[config.mk]
export PLATFORM = sky130hd
export DESIGN_NAME = alu_exec_flat
export DESIGN_NICKNAME = d
export VERILOG_FILES = /design/src/rtl/alu_pkg.sv /design/src/rtl/alu_exec_if.sv /design/src/rtl/mul_shift_add.sv /design/src/rtl/alu_exec.sv /design/src/flat_wrapper.sv
export SDC_FILE = /design/constraint.sdc
export NUM_CORES = 1
export LEC_CHECK = 0
export ABC_AREA = 1
export BUFFER_PORTS_ARGS = -buffer_cell sky130_fd_sc_hd__buf_4
export CAP_MARGIN = 20
export CORE_ASPECT_RATIO = 1.75
export CORE_MARGIN = 2
export CORE_UTILIZATION = 40
export DETAILED_ROUTE_END_ITERATION = 10
export PLACE_DENSITY = 0.68
export SLEW_MARGIN = 20
export SYNTH_ARGS = -nofsm -noshare
export SYNTH_HDL_FRONTEND = slang
export SYNTH_SLANG_ARGS = --single-unit
[constraint.sdc]
create_clock -name clk -period 10.4 [get_ports clk]
set_clock_uncertainty 0.2 [all_clocks]
set_input_delay 2.08 -clock clk [delete_from_list [all_inputs] [get_ports clk]]
set_output_delay 2.08 -clock clk [all_outputs]
set_load 0.01 [all_outputs]
[src/rtl/alu_pkg.sv]
// Shared encodings for the ALU control decoder and the execute unit.
// Op codes live here only, so decoder and execute unit cannot disagree.
package alu_pkg;

  localparam logic [3:0] OP_AND = 4'b0000;
  localparam logic [3:0] OP_OR  = 4'b0001;
  localparam logic [3:0] OP_ADD = 4'b0010;
  localparam logic [3:0] OP_SUB = 4'b0110;
  localparam logic [3:0] OP_XOR = 4'b0011;
  localparam logic [3:0] OP_MUL = 4'b1001;

  typedef enum logic {
    S_IDLE = 1'b0,
    S_MUL  = 1'b1
  } state_e;

endpackage

[src/rtl/alu_exec_if.sv]
// Request/response bundle between the processor pipeline and alu_exec.
// start is only honoured while busy is low; done pulses once per completed op.
interface alu_exec_if #(
  parameter int WIDTH = 64
);
  logic             start;
  logic [3:0]       operation;
  logic [WIDTH-1:0] a;
  logic [WIDTH-1:0] b;
  logic             busy;
  logic             done;
  logic [WIDTH-1:0] result;
  logic             zero;

  modport master (
    output start, operation, a, b,
    input  busy, done, result, zero
  );

  modport slave (
    input  start, operation, a, b,
    output busy, done, result, zero
  );
endinterface

[src/rtl/mul_shift_add.sv]
// Iterative shift-add multiplier datapath, one partial product per step.
// product already includes the current step's add, so the final step can be captured directly.
module mul_shift_add #(
  parameter int WIDTH = 64
) (
  input  logic             clk,
  input  logic             reset,
  input  logic             load,
  input  logic             step,
  input  logic [WIDTH-1:0] a_i,
  input  logic [WIDTH-1:0] b_i,
  output logic [WIDTH-1:0] product,
  output logic             last
);
  localparam int CW = $clog2(WIDTH);

  logic [WIDTH-1:0] mcand_q, mcand_d;
  logic [WIDTH-1:0] mplier_q, mplier_d;
  logic [WIDTH-1:0] acc_q, acc_d;
  logic [CW-1:0]    count_q, count_d;
  logic [WIDTH-1:0] acc_step;

  assign acc_step = acc_q + (mplier_q[0] ? mcand_q : '0);
  assign product  = acc_step;
  assign last     = (count_q == CW'(WIDTH - 1));

  always_comb begin
    mcand_d  = mcand_q;
    mplier_d = mplier_q;
    acc_d    = acc_q;
    count_d  = count_q;
    if (load) begin
      mcand_d  = a_i;
      mplier_d = b_i;
      acc_d    = '0;
      count_d  = '0;
    end else if (step) begin
      acc_d    = acc_step;
      mcand_d  = mcand_q << 1;
      mplier_d = mplier_q >> 1;
      count_d  = count_q + CW'(1);
    end
  end

  always_ff @(posedge clk) begin
    if (reset) begin
      mcand_q  <= '0;
      mplier_q <= '0;
      acc_q    <= '0;
      count_q  <= '0;
    end else begin
      mcand_q  <= mcand_d;
      mplier_q <= mplier_d;
      acc_q    <= acc_d;
      count_q  <= count_d;
    end
  end
endmodule

[src/rtl/alu_exec.sv]
// Execute unit: logic/add/sub in 1 cycle, MUL over WIDTH cycles with busy held high.
// start is ignored while busy; outputs are all registered and held until the next done.
module alu_exec
  import alu_pkg::*;
#(
  parameter int WIDTH = 64
) (
  input  logic       clk,
  input  logic       reset,
  alu_exec_if.slave  bus
);
  state_e           state_q, state_d;
  logic [WIDTH-1:0] result_q, result_d;
  logic             zero_q, zero_d;
  logic             done_q, done_d;
  logic [WIDTH-1:0] single_res;
  logic             mul_load;
  logic             mul_step;
  logic [WIDTH-1:0] mul_product;
  logic             mul_last;

  mul_shift_add #(.WIDTH(WIDTH)) u_mul (
    .clk     (clk),
    .reset   (reset),
    .load    (mul_load),
    .step    (mul_step),
    .a_i     (bus.a),
    .b_i     (bus.b),
    .product (mul_product),
    .last    (mul_last)
  );

  // Unknown codes fall through to zero rather than trapping.
  always_comb begin
    single_res = '0;
    case (bus.operation)
      OP_AND:  single_res = bus.a & bus.b;
      OP_OR:   single_res = bus.a | bus.b;
      OP_ADD:  single_res = bus.a + bus.b;
      OP_SUB:  single_res = bus.a - bus.b;
      OP_XOR:  single_res = bus.a ^ bus.b;
      default: single_res = '0;
    endcase
  end

  always_comb begin
    state_d  = state_q;
    result_d = result_q;
    zero_d   = zero_q;
    done_d   = 1'b0;
    mul_load = 1'b0;
    mul_step = 1'b0;
    case (state_q)
      S_IDLE: begin
        if (bus.start) begin
          if (bus.operation == OP_MUL) begin
            mul_load = 1'b1;
            state_d  = S_MUL;
          end else begin
            result_d = single_res;
            zero_d   = (single_res == '0);
            done_d   = 1'b1;
          end
        end
      end
      S_MUL: begin
        mul_step = 1'b1;
        if (mul_last) begin
          result_d = mul_product;
          zero_d   = (mul_product == '0);
          done_d   = 1'b1;
          state_d  = S_IDLE;
        end
      end
      default: state_d = S_IDLE;
    endcase
  end

  always_ff @(posedge clk) begin
    if (reset) begin
      state_q  <= S_IDLE;
      result_q <= '0;
      zero_q   <= 1'b1;
      done_q   <= 1'b0;
    end else begin
      state_q  <= state_d;
      result_q <= result_d;
      zero_q   <= zero_d;
      done_q   <= done_d;
    end
  end

  assign bus.busy   = (state_q == S_MUL);
  assign bus.done   = done_q;
  assign bus.result = result_q;
  assign bus.zero   = zero_q;
endmodule
[src/flat_wrapper.sv]
// flat-port wrapper written by rule: the top's interface ports become plain ports
module alu_exec_flat import alu_pkg::*;
#(
  parameter int WIDTH = 64
)
  (clk, reset, bus_start, bus_operation, bus_a, bus_b, bus_busy, bus_done, bus_result, bus_zero);
  alu_exec_if #(.WIDTH(WIDTH)) bus_i ();
  input  logic clk;
  input  logic reset;
  input wire logic [$bits(bus_i.start)-1:0] bus_start;
  input wire logic [$bits(bus_i.operation)-1:0] bus_operation;
  input wire logic [$bits(bus_i.a)-1:0] bus_a;
  input wire logic [$bits(bus_i.b)-1:0] bus_b;
  output wire logic [$bits(bus_i.busy)-1:0] bus_busy;
  output wire logic [$bits(bus_i.done)-1:0] bus_done;
  output wire logic [$bits(bus_i.result)-1:0] bus_result;
  output wire logic [$bits(bus_i.zero)-1:0] bus_zero;
  assign bus_i.start = bus_start;
  assign bus_i.operation = bus_operation;
  assign bus_i.a = bus_a;
  assign bus_i.b = bus_b;
  assign bus_busy = bus_i.busy;
  assign bus_done = bus_i.done;
  assign bus_result = bus_i.result;
  assign bus_zero = bus_i.zero;
  alu_exec #(.WIDTH(WIDTH)) u_core (.clk(clk), .reset(reset), .bus(bus_i));
endmodule
==> summary.md <==
| Metric | Value |
|---|---|
| Worst slew pin tran | `961 ps` |
| Reg-to-reg endpoint | `u_core.bus.zero` |
| Initial antenna violation count | `6` |
| Worst R2R Path Depth | `19` |
| Slew HR | `0.357` |
| Reg2reg setup slack | `5560 ps` |
| Layout net count | `5,195` |
| CP Data Required Time | `10,750 ps` |
| Most frequent cells in the layout | `nand2_1 (1,492), inv_1 (764), nor2_1 (569), dfxtp_1 (263), ha_1 (256)` |
| Final wirelength | `123 mm` |
| Initial core utilization | `0.402` |
| Worst r2r src | `u_core.u_mul.mplier_q[0]` |
| DR WL/cell | `21.4 um` |
| CTS H-tree lvls | `1` |
| Maximum clock rate | `135 MHz` |
| Final Instance Count excl. Fillers | `5,725` |
| CTS Sinks | `265` |
| RSZ-0062 raised after global routing | `no` |
| Gr usage total | `0.340` |
| Delay-heaviest family, CP | `simple AND/OR/NAND/NOR gates` |
| Synth warn | `0` |
| CTS Buf Count | `28` |
| Vias in the first global route | `29,900` |
| CTS tree | `yes` |
| Routed Antenna Nets | `0` |
| Hold buffer count at CTS | `0` |
| Switch share | `0.363` |
| EDFF count, synth | `0` |
| CP Capture Type | `register` |
| Clock power frac | `0.371` |
| Comb pwr share | `0.270` |
| Flops & latches, synth | `265` |
| Worst path most repeated cell | `nand2_1` |
| Worst-path clk slew | `70 ps` |
| Dpl cell area | `29,300 um2` |
| Placed cell count | `5,668` |
| CTS resizes | `0` |
| Max clock buf depth | `3` |
| Leak | `15.4 nW` |
| Total gr overflow | `0` |
| Crit Path Max Fanout | `28` |
| Num rows | `126` |
| Post-synth ARST share | `0` |
| Data arrival, critical path | `7750 ps` |
| Crit-path max cell delay | `630 ps` |
| Drt drc | `0` |
| Post-synthesis net count | `5,086` |
| Fillers | `7,485` |
| Skew-Pair Late Insertion Delay | `610 ps` |
| Most common cell after layout, fill and taps aside | `nand2_1` |
| Path type of the worst setup path | `in2reg` |
| Avg Cell Area, Syn | `5.75 um2` |
| Final setup viols | `0` |
| Detailed Place HPWL | `101 mm` |
| Routed vias | `31,200` |
| Fin crit share | `0.712` |
| Mapped Area | `27,000 um2` |
| Psw | `1.08 mW` |
| Power Internal | `1.89 mW` |
| Most used DFF post-synth | `dfxtp_1` |
| First-pass GRT wire length | `180 mm` |
| Type of origin of the critical path | `primary input` |
| CP Buf/Inv Count | `3` |
| Sequential area share after synthesis | `0.196` |
| Min Clock Period, post-route | `7400 ps` |
| Via-per-instance ratio | `5.45` |
| Final Max Slew Viols | `0` |
| Post-CTS setup buffer count | `0` |
| Maximum VDD drop | `113 uV` |
| Die width | `200 um` |
| Worst hold start | `u_core.u_mul.acc_q[57]` |
| Area growth syn-to-layout | `12.1%` |
| Largest net degree at the start of global routing | `88` |
| Initial DRT Pass Iterations | `6` |
| Outcome | `finished, final reports clean` |
| Hold worst-path end | `u_core.u_mul.acc_q[57]` |
| Sequential share of power | `0.359` |
| Total core area | `67,200 um2` |
| I/O pins | `202` |
| Setup TNS | `0 ps` |
| Die footprint | `69,700 um2` |
| Hold depth | `2` |
| Max Cap Viol | `0` |
| Netlist cell types | `52` |
| Die Y | `348 um` |
| IO Port Bufs | `201` |
| DR iter-0 viols | `2,606` |
| Final Hold Viols | `0` |
| RD Place Congestion | `1.05` |
| Final cell area excluding filler cells | `30,300 um2` |
| PD cells | `97.9 nW/um2` |
| Slowest CP cell | `nand3_2` |
| Root Driver | `clkbuf_16` |
| Mapped Cells | `4,693` |
| Worst min-delay path class | `reg2reg` |
| Layout cells sized above 1 | `0.0699` |
[through the flow]
stage	setup WS [ps]	utilization	hold slack [ps]	power (mW)
floorplan	4390	-	241	1.54
global placement	2500	0.436	254	1.87
detailed placement	2580	0.436	260	1.87
CTS	3190	0.450	272	2.97
global route	2750	0.451	289	3.09
finish	3000	0.451	272	2.96
[cells by family after synthesis]
family | count (synthesis) | synth area share
AND/OR/NAND/NOR | 2461 | 0.371
buffers and inverters | 918 | 0.128
AO/OA/AOI/OAI | 708 | 0.158
flip-flops | 265 | 0.196
adder cells (fa/ha/maj) | 258 | 0.120
XOR/XNOR | 83 | 0.0269
[Yosys cell counts, types with 2 or more instances]
cell type	instances	area, um2
o21ai_2	4	35.0
a21o_1	7	52.6
nand3b_1	19	143
or2_2	20	125
xnor2_1	15	131
o2111ai_1	12	105
nand4_1	47	294
nor2_2	4	25.0
nor3b_1	3	22.5
dfxtp_1	265	5310
clkbuf_1	128	480
o21a_1	5	37.5
nand2_2	4	25.0
a31oi_1	110	688
nor3_2	3	30.0
a21boi_0	2	15.0
buf_1	12	45.0
xor2_1	68	596
nand3_1	217	1090
and2_1	6	37.5
nor4_1	21	131
nor3_1	33	165
o211ai_1	18	135
o21bai_1	7	52.6
and3b_1	2	17.5
o21ai_0	174	871
clkinv_1	3	11.3
or2_1	2	12.5
a221oi_1	103	902
nand3_2	4	40.0
and3_1	4	25.0
ha_1	256	3200
a21oi_1	254	1270
nand2_1	1495	5610
inv_1	767	2880
inv_2	7	26.3
o21ai_1	6	30.0
nor2_1	570	2140
a21oi_4	2	32.5
fa_1	2	40.0
[tightest hold or removal path, delay by kind of cell, from the launching register on]
| family | cells | cell delay (ps) |
|---|---|---|
| flops | 1 | 310 |
| simple gates | 1 | 60 |
| compound gates | 1 | 50 |
[metal layers]
layer / wire length (um) / global-route usage
met1: 46400 / 0.378
met2: 59600 / 0.606
met3: 6530 / 0.0304
met4: 10100 / 0.243
met5: 17 / 0
[worst max-delay path by stage]
stage                      from               to  depth (start not counted)
2_1_floorplan          bus_b[0]  u_core.bus.zero                         37
3_3_place_gp   bus_operation[3]  u_core.bus.zero                         28
3_5_place_dp   bus_operation[3]  u_core.bus.zero                         28
4_1_cts        bus_operation[3]  u_core.bus.zero                         28
5_1_grt        bus_operation[3]  u_core.bus.zero                         28
6_report       bus_operation[3]  u_core.bus.zero                         28
[state kept, by name, indices dropped and copies added, names as in the netlist]
| signal | cells |
|---|---|
| u_core.u_mul.mplier_q | 64 |
| u_core.u_mul.count_q | 6 |
| u_core.bus.result | 64 |
| u_core.bus.busy | 1 |
| u_core.bus.zero | 1 |
| u_core.bus.done | 1 |
| u_core.u_mul.acc_q | 64 |
| u_core.u_mul.mcand_q | 64 |
[power groups by stage]
| stage | clock network [mW] | registers, mW | logic, mW |
|---|---|---|---|
| global placement | 0 | 1.09 | 0.780 |
| global route | 1.15 | 1.06 | 0.875 |
| detailed placement | 0 | 1.09 | 0.781 |
| CTS | 1.12 | 1.06 | 0.785 |
| floorplan | 0 | 1.09 | 0.453 |
| finish | 1.10 | 1.06 | 0.800 |
[cell type report]
| cell class | instances | area, um2 | share of cell area |
|---|---|---|---|
| diodes | 5 | 12.5 | 0.000413 |
| clock inverters | 18 | 196 | 0.00649 |
| well taps | 896 | 1120 | 0.0370 |
| inverters | 777 | 2920 | 0.0965 |
| flip-flops and latches | 265 | 5310 | 0.175 |
| multi-input cells | 3510 | 18300 | 0.604 |
| repair buffers | 220 | 1650 | 0.0546 |
| clock buffers | 34 | 785 | 0.0259 |
(Power assumes the default switching activity.)
